===== src/rtl/uart_tx_core_pkg.sv =====
// rtl/uart_tx_core_pkg.sv - shared state encoding and parity selectors for the UART transmitter
package uart_tx_core_pkg;

  typedef enum logic [2:0] {
    ST_IDLE   = 3'd0,
    ST_START  = 3'd1,
    ST_DATA   = 3'd2,
    ST_PARITY = 3'd3,
    ST_STOP   = 3'd4
  } tx_state_t;

  localparam logic PAR_EVEN = 1'b0;
  localparam logic PAR_ODD  = 1'b1;

endpackage


===== src/rtl/uart_tx_core_serializer.sv =====
// rtl/uart_tx_core_serializer.sv - payload register and bit counter feeding the tx_out mux
module uart_tx_core_serializer #(
  parameter int DATA_WIDTH = 8
) (
  input  logic                  clk,
  input  logic                  reset,
  input  logic                  load,
  input  logic [DATA_WIDTH-1:0] load_data,
  input  logic                  first,
  input  logic                  shift,
  output logic                  next_bit,
  output logic                  last_bit
);

  localparam int CW = (DATA_WIDTH > 1) ? $clog2(DATA_WIDTH) : 1;

  logic [DATA_WIDTH-1:0] data_q;
  logic [CW-1:0]         bit_cnt;

  // data_q[0] is always the bit currently on the line, so the next bit is data_q[1]
  assign next_bit = first ? data_q[0] : data_q[1];
  assign last_bit = (bit_cnt == CW'(DATA_WIDTH - 1));

  always_ff @(posedge clk or negedge reset) begin
    if (!reset) begin
      data_q  <= '0;
      bit_cnt <= '0;
    end else if (load) begin
      data_q <= load_data;
    end else if (first) begin
      bit_cnt <= '0;
    end else if (shift) begin
      data_q  <= data_q >> 1;
      bit_cnt <= bit_cnt + CW'(1);
    end
  end

endmodule


===== src/rtl/uart_tx_core.sv =====
// rtl/uart_tx_core.sv - UART transmit framer: start, data LSB first, optional parity, stop bits
module uart_tx_core
  import uart_tx_core_pkg::*;
#(
  parameter int DATA_WIDTH = 8,
  parameter int STOP_BITS  = 1
) (
  input  logic                  clk,
  input  logic                  reset,
  input  logic [DATA_WIDTH-1:0] p_data,
  input  logic                  data_valid,
  input  logic                  par_en,
  input  logic                  par_typ,
  output logic                  tx_ready,
  output logic                  busy,
  output logic                  tx_out
);

  tx_state_t state;
  logic      par_en_q;
  logic      parity_q;
  logic      stop_cnt;
  logic      last_stop;
  logic      accept;
  logic      ser_next_bit;
  logic      ser_last;

  assign last_stop = (STOP_BITS == 1) ? 1'b1 : stop_cnt;
  assign tx_ready  = (state == ST_IDLE) | ((state == ST_STOP) & last_stop);
  assign accept    = data_valid & tx_ready;

  uart_tx_core_serializer #(.DATA_WIDTH(DATA_WIDTH)) u_ser (
    .clk       (clk),
    .reset     (reset),
    .load      (accept),
    .load_data (p_data),
    .first     (state == ST_START),
    .shift     ((state == ST_DATA) & ~ser_last),
    .next_bit  (ser_next_bit),
    .last_bit  (ser_last)
  );

  // tx_out is loaded with the value of the state being entered, so it moves with state
  always_ff @(posedge clk or negedge reset) begin
    if (!reset) begin
      state    <= ST_IDLE;
      tx_out   <= 1'b1;
      busy     <= 1'b0;
      par_en_q <= 1'b0;
      parity_q <= 1'b0;
      stop_cnt <= 1'b0;
    end else begin
      if (accept) begin
        par_en_q <= par_en;
        parity_q <= (^p_data) ^ (par_typ == PAR_ODD);
      end
      case (state)
        ST_IDLE: begin
          if (accept) begin
            state  <= ST_START;
            tx_out <= 1'b0;
            busy   <= 1'b1;
          end
        end
        ST_START: begin
          state  <= ST_DATA;
          tx_out <= ser_next_bit;
        end
        ST_DATA: begin
          if (ser_last) begin
            if (par_en_q) begin
              state  <= ST_PARITY;
              tx_out <= parity_q;
            end else begin
              state    <= ST_STOP;
              tx_out   <= 1'b1;
              stop_cnt <= 1'b0;
            end
          end else begin
            tx_out <= ser_next_bit;
          end
        end
        ST_PARITY: begin
          state    <= ST_STOP;
          tx_out   <= 1'b1;
          stop_cnt <= 1'b0;
        end
        ST_STOP: begin
          if (!last_stop) begin
            stop_cnt <= 1'b1;
          end else if (accept) begin
            state  <= ST_START;
            tx_out <= 1'b0;
          end else begin
            state <= ST_IDLE;
            busy  <= 1'b0;
          end
        end
        default: begin
          state  <= ST_IDLE;
          tx_out <= 1'b1;
          busy   <= 1'b0;
        end
      endcase
    end
  end

endmodule

===== config.mk =====
export PLATFORM = sky130hd
export DESIGN_NAME = uart_tx_core
export DESIGN_NICKNAME = d
export VERILOG_FILES = /design/src/rtl/uart_tx_core_pkg.sv /design/src/rtl/uart_tx_core_serializer.sv /design/src/rtl/uart_tx_core.sv
export SDC_FILE = /design/constraint.sdc
export NUM_CORES = 1
export LEC_CHECK = 0
export CORE_ASPECT_RATIO = 1.75
export CORE_MARGIN = 2
export CORE_UTILIZATION = 45
export CTS_CLUSTER_DIAMETER = 150
export DETAILED_ROUTE_END_ITERATION = 10
export MAX_ROUTING_LAYER = met4
export PLACE_DENSITY = 0.69
export SKIP_CTS_REPAIR_TIMING = 1
export SYNTH_ARGS = -nofsm -noshare
export SYNTH_HDL_FRONTEND = slang
export SYNTH_HIERARCHICAL = 1
export SYNTH_SLANG_ARGS = --single-unit

===== constraint.sdc =====
create_clock -name clk -period 2.4 [get_ports clk]
set_clock_uncertainty 0.1 [all_clocks]
set_input_delay 0.48 -clock clk [delete_from_list [all_inputs] [get_ports clk]]
set_output_delay 0.48 -clock clk [all_outputs]
set_load 0.01 [all_outputs]

# After elaboration in Yosys (flattened, before gate mapping)

Cells that the tools add are included.

Flip-flop bits (word level): 18

Add/subtract/negate cells: 1
Eq/ne operators: 10
Multiplexer cells: 18
Bitwise gates (word level): 7
Reductions and logical operators: 10

Operators with widths:

| kind                                                | count |
|---|---|
| 2-to-1 mux 8 bit                                    | 3 |
| 2-to-1 mux 3 bit                                    | 5 |
| case mux 3 bit (5 select lines)                     | 1 |
| != test 2 bit, second input constant                | 4 |
| XOR reduction 8 bit                                 | 1 |
| 2-to-1 mux 1 bit                                    | 7 |
| equality test 3 x 2 -> 1 bit, second input constant | 2 |
| equality test 3 bit, second input constant          | 2 |
| case mux 1 bit (3 select lines)                     | 2 |
| AND reduction 2 bit                                 | 3 |
| nonzero test 2 bit                                  | 2 |
| adder 3 x 1 -> 3 bit, second input constant         | 1 |
| equality test 3 x 1 -> 1 bit, second input constant | 1 |
| zero test 3 bit                                     | 1 |
| inverter 1 bit                                      | 3 |
| AND reduction 3 bit                                 | 1 |
| OR reduction 3 bit                                  | 1 |
| bitwise AND 1 bit                                   | 2 |
| != test 2 x 1 -> 1 bit, second input constant       | 1 |
| OR reduction 2 bit                                  | 1 |
| bitwise OR 1 bit                                    | 1 |
| XOR 1 bit                                           | 1 |

# Longest topological paths before layout

Gate-level depths: netlist of the first run.

Depth after elaboration: 6
Mapped depth: 7
Depth with buffers taken out: 6

# Hierarchy

The synthesis of the first run kept the hierarchy.

Modules (own cells, without submodules):

| module                  | instances | cells each | area each (um^2) | seq. area each (um^2) |
|---|---|---|---|---|
| uart_tx_core_serializer | 1         | 53         | 650.6            | 275.3 |
| uart_tx_core            | 1         | 46         | 414.1            | 176.4 |

# Worst setup path before layout of the first run

No wires, ideal clock.

Kind: register to register
Start: reg u_ser.bit_cnt[0]
End: reg u_ser.bit_cnt[1]
Setup time: 0.064 ns
Arrival: 1.791 ns
Data required time: 2.236 ns
Path slack: 0.444 ns
Cell stages (with the launch flop): 8
Period minus slack after synthesis: 1.956 ns
Cell sequence: dfrtp_1 -> ha_1 -> ha_1 -> or2_2 -> nor2_1 -> buf_2 -> nor4bb_1 -> a211o_1

Word-level cells in the longest chain between the ends: 5
Elaborated cells between the ends (all ways): 8

RTL lines:

| item                          | line                          | RTL |
|---|---|---|
| start: declaration            | uart_tx_core_serializer.sv:18 | `logic [CW-1:0] bit_cnt;` |
| start signal: assignment      | uart_tx_core_serializer.sv:34 | `bit_cnt <= bit_cnt + CW'(1);` |
| equality test 3 bit           | uart_tx_core_serializer.sv:22 | `assign last_bit = (bit_cnt == CW'(DATA_WIDTH - 1));` |
| net ser_last                  | uart_tx_core.sv:26            | `logic ser_last;` |
| inverter 1 bit                | uart_tx_core.sv:38            | `.shift ((state == ST_DATA) & ~ser_last),` |
| bitwise AND 1 bit             | uart_tx_core.sv:38            |  |
| nonzero test 2 bit (no line)  | n/a                           |  |
| AND reduction 2 bit (no line) | n/a                           |  |

The timed path passes the listed nets, and every way through them passes these cells. The select of a mux whose other input is x is not followed.
A chain may end at the register's enable or synchronous reset.

# Final worst setup path of the first run

Start: reg u_ser.bit_cnt[0]
End: reg u_ser.bit_cnt[2]

The elaborated chain is that of the path after synthesis.

==> run summary, run 1 <==
run status = complete, no violations
final instance area = 1310 sq um
DRT Wirelength = 2.19 mm
Switching Share = 0.344
DRC viols = 0
ys flop type = dfrtp_1
largest area contributor in the netlist = dfrtp_1
Initial Utilization = 0.468
WS Path Type = register to register
TNS Setup = 0 ns
CTS clk-pin slew, worst paths = 0.07 ns
share of layout cells above drive strength 1 = 0.128
fmax = 481 MHz
IO Pins = 16
1st-pass router iterations = 4
Num CTS Buffers = 3
Clock power frac = 0.161
Placeable Area = 2270 sq um
synthesized area per cell = 10.8 sq um
Sink Count = 18
Hold Fails Final Rpt = 0
r2r endpoint = u_ser/bit_cnt[2]
Syn-to-layout area delta = 23.3%
r2r setup slk = 0.32 ns
Die Area = 2790 sq um
TritonCTS clock tree = done
Combinational Power Share = 0.480
FILL cells = 199
Final ANT Viol Nets = 0
vias per cell = 5.92
Iter 0 DRT Violations = 23
Worst R2R Path Depth = 7
Overall Global Routing Usage = 0.187
n_diodes = 0
worst skew pair latency = 0.25 ns
Final nets = 133
Leak = 0.595 nW
Power Density = 1150 nW/um^2
I/O Buffers = 15
initial antenna violation count = 0
Max-cap violations = 0
CP Data Required Time = 2.49 ns
Flop pwr share = 0.359
R2R Path Start = u_ser/bit_cnt[0]
Fin Hold WS = 0.396 ns
vias in the first global route = 808
post-layout min period = 2.08 ns
Pwr Total = 1.51 mW
largest fanout on the critical path = 13
DP Area = 1260 sq um
Synth Net Count = 114
Int Power = 0.988 mW
crit path from = u_ser/bit_cnt[0]
fin. max-slew vios = 0
DP HPWL = 1.63 mm
Die Y = 68.4 microns
worst setup path end = u_ser/bit_cnt[2]
HP Class = register to register
relative slew slack = 0.790
FP Rows = 23
GRT overflow = 0
Die Span X = 40.8 microns
Post-synth EDFFs = 0
RSZ-0062 raised after global routing = no
Final period util = 0.866
Synth Warn # = 6
Netlist cell types = 34
pin count of the biggest net entering global routing = 33
Synth top area share = 0.400
register bit total from synthesis = 18
synthesized instance count = 99
Setup-failing EPs final = 0
Worst EP arrival = 2.17 ns
Critical Path Sink Type = register
CTS H-tree depth = 1
first-pass GRT wire length = 3.51 mm
gpl congestion = 0.746
fraction of registers with async set/reset = 1.00
Root Buffer = clkbuf_8
total number of vias = 841
register area share after synthesis = 0.424
switching power = 0.518 mW
mapped cell area = 1060 sq um
top post-synthesis cells by area = dfrtp_1, a221o_1, and4bb_1
type of element launching the critical path = register
Core Util, Final = 0.577
VDD IR max = 0.511 mV
wire per inst = 15.5 microns
worst hold stages = 2
actual slew at the worst max-slew pin = 0.315 ns
CTS max path bufs = 2
## synth_stat cells, types with 3 or more instances
master,n
nor2_1,7
nor3b_1,3
inv_1,5
and4bb_2,3
a221o_1,7
nand2_1,6
buf_2,3
and4bb_1,4
nor2b_1,8
a211o_1,3
dfrtp_1,17
xnor2_1,4
## power by group through the flow
stage | logic, mW | clock network (mW) | registers (mW)
2_1_floorplan | 0.521 | 0 | 0.527
3_3_place_gp | 0.702 | 0 | 0.544
3_5_place_dp | 0.724 | 0 | 0.546
4_1_cts | 0.729 | 0.254 | 0.541
5_1_grt | 0.804 | 0.263 | 0.560
6_report | 0.723 | 0.242 | 0.541
## registers in the layout, summed over array words and instances (netlist names)
name,cells
u_ser/data_q,8
u_ser/bit_cnt,3
par_en_q,1
tx_out,1
busy,1
parity_q,1
state,3
## worst max-delay path: stages (launching register included)
cell,delay [ns]
dfrtp_1,0.41
ha_1,0.21
ha_1,0.24
or2_2,0.30
nor2_1,0.13
buf_4,0.20
nor4bb_1,0.30
a211o_1,0.14
## metrics by stage
step / worst slack (ns) / cells
floorplan: 0.444 / 99
CTS: 0.319 / 142
detailed placement: 0.268 / 138
global placement: 0.313 / 138
finish: 0.322 / 142
global route: 0.177 / 142
## metal layers
layer  vias to the layer above  global-route usage  wire (microns)
met5                         -                   -               0
met4                         0              0.0750              20
met3                         2              0.0195              47
met2                        16               0.315            1220
met1                       421               0.215             909
li1                        402                   -               -
## cell families (layout without fill, tap and decap cells)
logic type      Yosys count  after routing  share of synthesized area
simple gates             38             38                      0.246
compound gates           20             20                      0.153
flops                    18             18                      0.424
buf+inv                  11             29                     0.0540
xor+xnor                  7              7                     0.0705
fa+ha+maj                 3              3                     0.0329
mux                       2              2                     0.0200
## how the worst min path moves through the flow
stage / slack [ns] / start / end
2_1_floorplan: 0.08 / reset / busy
3_3_place_gp: 0.39 / u_ser/bit_cnt[1] / u_ser/bit_cnt[1]
3_5_place_dp: 0.39 / parity_q / parity_q
4_1_cts: 0.40 / parity_q / parity_q
5_1_grt: 0.43 / parity_q / parity_q
6_report: 0.40 / parity_q / parity_q
## area by class of cell
type                            instances  area [sq um]  share of cell area
Multi-Input combinational cell         70           556               0.423
Sequential cell                        18           452               0.344
Timing Repair Buffer                   20           200               0.153
Clock buffer                            4          55.1              0.0419
Tap cell                               25          31.3              0.0238
Inverter                                5          18.8              0.0143
## cell usage in the layout (no fill, tap or decap), types with 2 or more instances in the layout
cell | Yosys | layout
and4bb_2 | 3 | 3
inv_1 | 5 | 5
nor2_1 | 7 | 7
o21ai_0 | 2 | 2
ha_1 | 2 | 2
clkbuf_8 | 0 | 4
nor2b_1 | 8 | 8
nor4bb_1 | 2 | 2
nand2b_1 | 2 | 2
xor2_1 | 2 | 2
a32oi_1 | 2 | 2
xnor2_1 | 4 | 4
buf_4 | 1 | 4
dfrtp_1 | 17 | 17
nor3b_1 | 3 | 3
a211o_1 | 3 | 3
a21oi_1 | 2 | 2
nand2_1 | 6 | 6
clkdlybuf4s50_1 | 0 | 15
and4bb_1 | 4 | 4
a221o_1 | 7 | 7
(Power assumes the default switching activity.)
==> run 2, diff against run 1 <==
--- a/config.mk
+++ b/config.mk
@@ -5,7 +5,7 @@
 export SDC_FILE = /design/constraint.sdc
 export NUM_CORES = 1
 export LEC_CHECK = 0
-export CORE_ASPECT_RATIO = 1.75
+export CORE_ASPECT_RATIO = 1.2
 export CORE_MARGIN = 2
 export CORE_UTILIZATION = 45
 export CTS_CLUSTER_DIAMETER = 150
==> run summary, run 2 (synthesis results as in run 1) <==
Fin Hold WS = 0.404 ns (+0.00816 ns)
vias in the first global route = 819 (+1.4%)
DRC viols = 0 (unchanged)
Biggest register = u_ser/data_q
TritonCTS clock tree = done
Pwr Total = 1.45 mW (-4.0%)
post-layout min period = 2.13 ns (+0.0570 ns)
switching power = 0.520 mW (+0.30%)
CTS max path bufs = 2 (unchanged)
Flop pwr share = 0.373 (+0.014)
Die Span X = 48.4 microns (+19%)
I/O Buffers = 15 (unchanged)
n_diodes = 0 (unchanged)
fin. max-slew vios = 0 (unchanged)
relative slew slack = 0.773 (-0.0165)
Max-cap violations = 0 (unchanged)
Die Area = 2770 sq um (-0.49%)
Iter 0 DRT Violations = 8 (-65%)
DP HPWL = 1.53 mm (-5.9%)
initial antenna violation count = 0 (unchanged)
Die Y = 57.3 microns (-16%)
Worst R2R Path Depth = 7 (unchanged)
RSZ-0062 raised after global routing = no
CTS H-tree depth = 1 (unchanged)
largest fanout on the critical path = 7 (-6)
Num CTS Buffers = 3 (unchanged)
Core Util, Final = 0.573 (-0.00447)
1st-pass router iterations = 6 (+2)
FP Rows = 19 (-17%)
Final ANT Viol Nets = 0 (unchanged)
Critical Path Sink Type = output pin
Leak = 0.582 nW (-2.2%)
fmax = 468 MHz (-2.7%)
Sink Count = 18 (unchanged)
WS Path Type = register to output pin
GRT overflow = 0 (unchanged)
post-placement cell count = 143 (+3.6%)
commonest non-fill, non-tap cells in the layout = dfrtp_1, clkdlybuf4s50_1, nor2b_1, nor2_1, a221o_1
Initial Utilization = 0.471 (+0.00311)
CTS clk-pin slew, worst paths = 0.11 ns (+0.04 ns)
Switching Share = 0.360 (+0.0155)
actual slew at the worst max-slew pin = 0.340 ns (+0.0247 ns)
Clock power frac = 0.131 (-0.030)
Final nets = 132 (-0.75%)
Worst EP arrival = 1.55 ns (-0.62 ns)
run status = complete, no violations
VDD IR max = 0.520 mV (+1.8%)
IO Pins = 16 (unchanged)
worst skew pair latency = 0.30 ns (+0.05 ns)
Overall Global Routing Usage = 0.177 (-0.0100)
Top Registers = u_ser/data_q: 8 flops, state: 3 flops, u_ser/bit_cnt: 3 flops
Int Power = 0.926 mW (-6.3%)
DRT Wirelength = 2.17 mm (-1.1%)
vias per cell = 5.54 (-6.5%)
Final period util = 0.890 (+0.0238)
HP Class = primary input to asynchronous set/reset pin
type of element launching the critical path = register
Setup-failing EPs final = 0 (unchanged)
share of layout cells above drive strength 1 = 0.121 (-0.00752)
gpl congestion = 0.847 (+14%)
Combinational Power Share = 0.495 (+0.015)
CP Data Required Time = 1.82 ns (-0.67 ns)
Root Buffer = clkbuf_4
first-pass GRT wire length = 3.61 mm (+2.9%)
total number of vias = 814 (-3.2%)
most common cell after layout, fill and taps aside = dfrtp_1
wire per inst = 14.8 microns (-4.5%)
TNS Setup = 0 ns (unchanged)
Placeable Area = 2260 sq um (-0.66%)
Syn-to-layout area delta = 21.5%
max reg flops = 8 (unchanged)
Power Density = 1120 nW/um^2 (-2.6%)
pin count of the biggest net entering global routing = 33 (unchanged)
final non-filler cell total = 147 (+3.5%)
Hold Fails Final Rpt = 0 (unchanged)
## run 2: cell types whose count changed in the layout (fill, tap and decap cells not counted)
| cell | delta |
|---|---|
| clkbuf_4 | +3 |
| clkbuf_8 | -3 |
| buf_4 | -1 |
## run 2: routing by layer
metal  wire length, microns  global-route usage  vias to the layer above
li1                       -                   -                      398
met1                    990               0.211                      402
met2                   1100               0.284                       10
met3                     49              0.0366                        4
met4                     31              0.0939                        0
met5                      0                   -                        -
## run 2: layout make-up
cell class / instances / area, sq um
repair buffers: 19 / 193
flip-flops and latches: 18 / 452
inverters: 5 / 18.8
multi-input cells: 70 / 556
well taps: 31 / 38.8
fillers: 216 / 965
clock buffers: 4 / 36.3
## run 2: final timing paths
kind | startpoint | end | slack [ns]
min reg2reg | parity_q | parity_q | 0.42
min in group clk | parity_q | parity_q | 0.42
max reg2reg | u_ser/bit_cnt[0] | u_ser/bit_cnt[2] | 0.30
min | reset | state[2] | 0.40
max in group asynchronous | reset | tx_out | 1.54
max | state[1] | tx_ready | 0.27
## run 2: power by group through the flow
stage	Sequential (mW)	Clock (mW)	Combinational [mW]
finish	0.539	0.190	0.716
global route	0.558	0.220	0.788
CTS	0.540	0.199	0.721
detailed placement	0.545	0	0.716
global placement	0.541	0	0.687
floorplan	0.527	0	0.521
## run 2: critical path, cell delays in order, from the launching register on
cell and delay (ns):
dfrtp_1 0.46, nor2_1 0.23, clkdlybuf4s50_1 0.58
## run 2: per-stage QoR
stage                     cell area [sq um]  setup WS [ns]
after floorplan                        1060          0.444
after global placement                 1260          0.320
after detailed placement               1260          0.285
after CTS                              1290          0.244
after global routing                   1290          0.148
final                                  1290          0.265
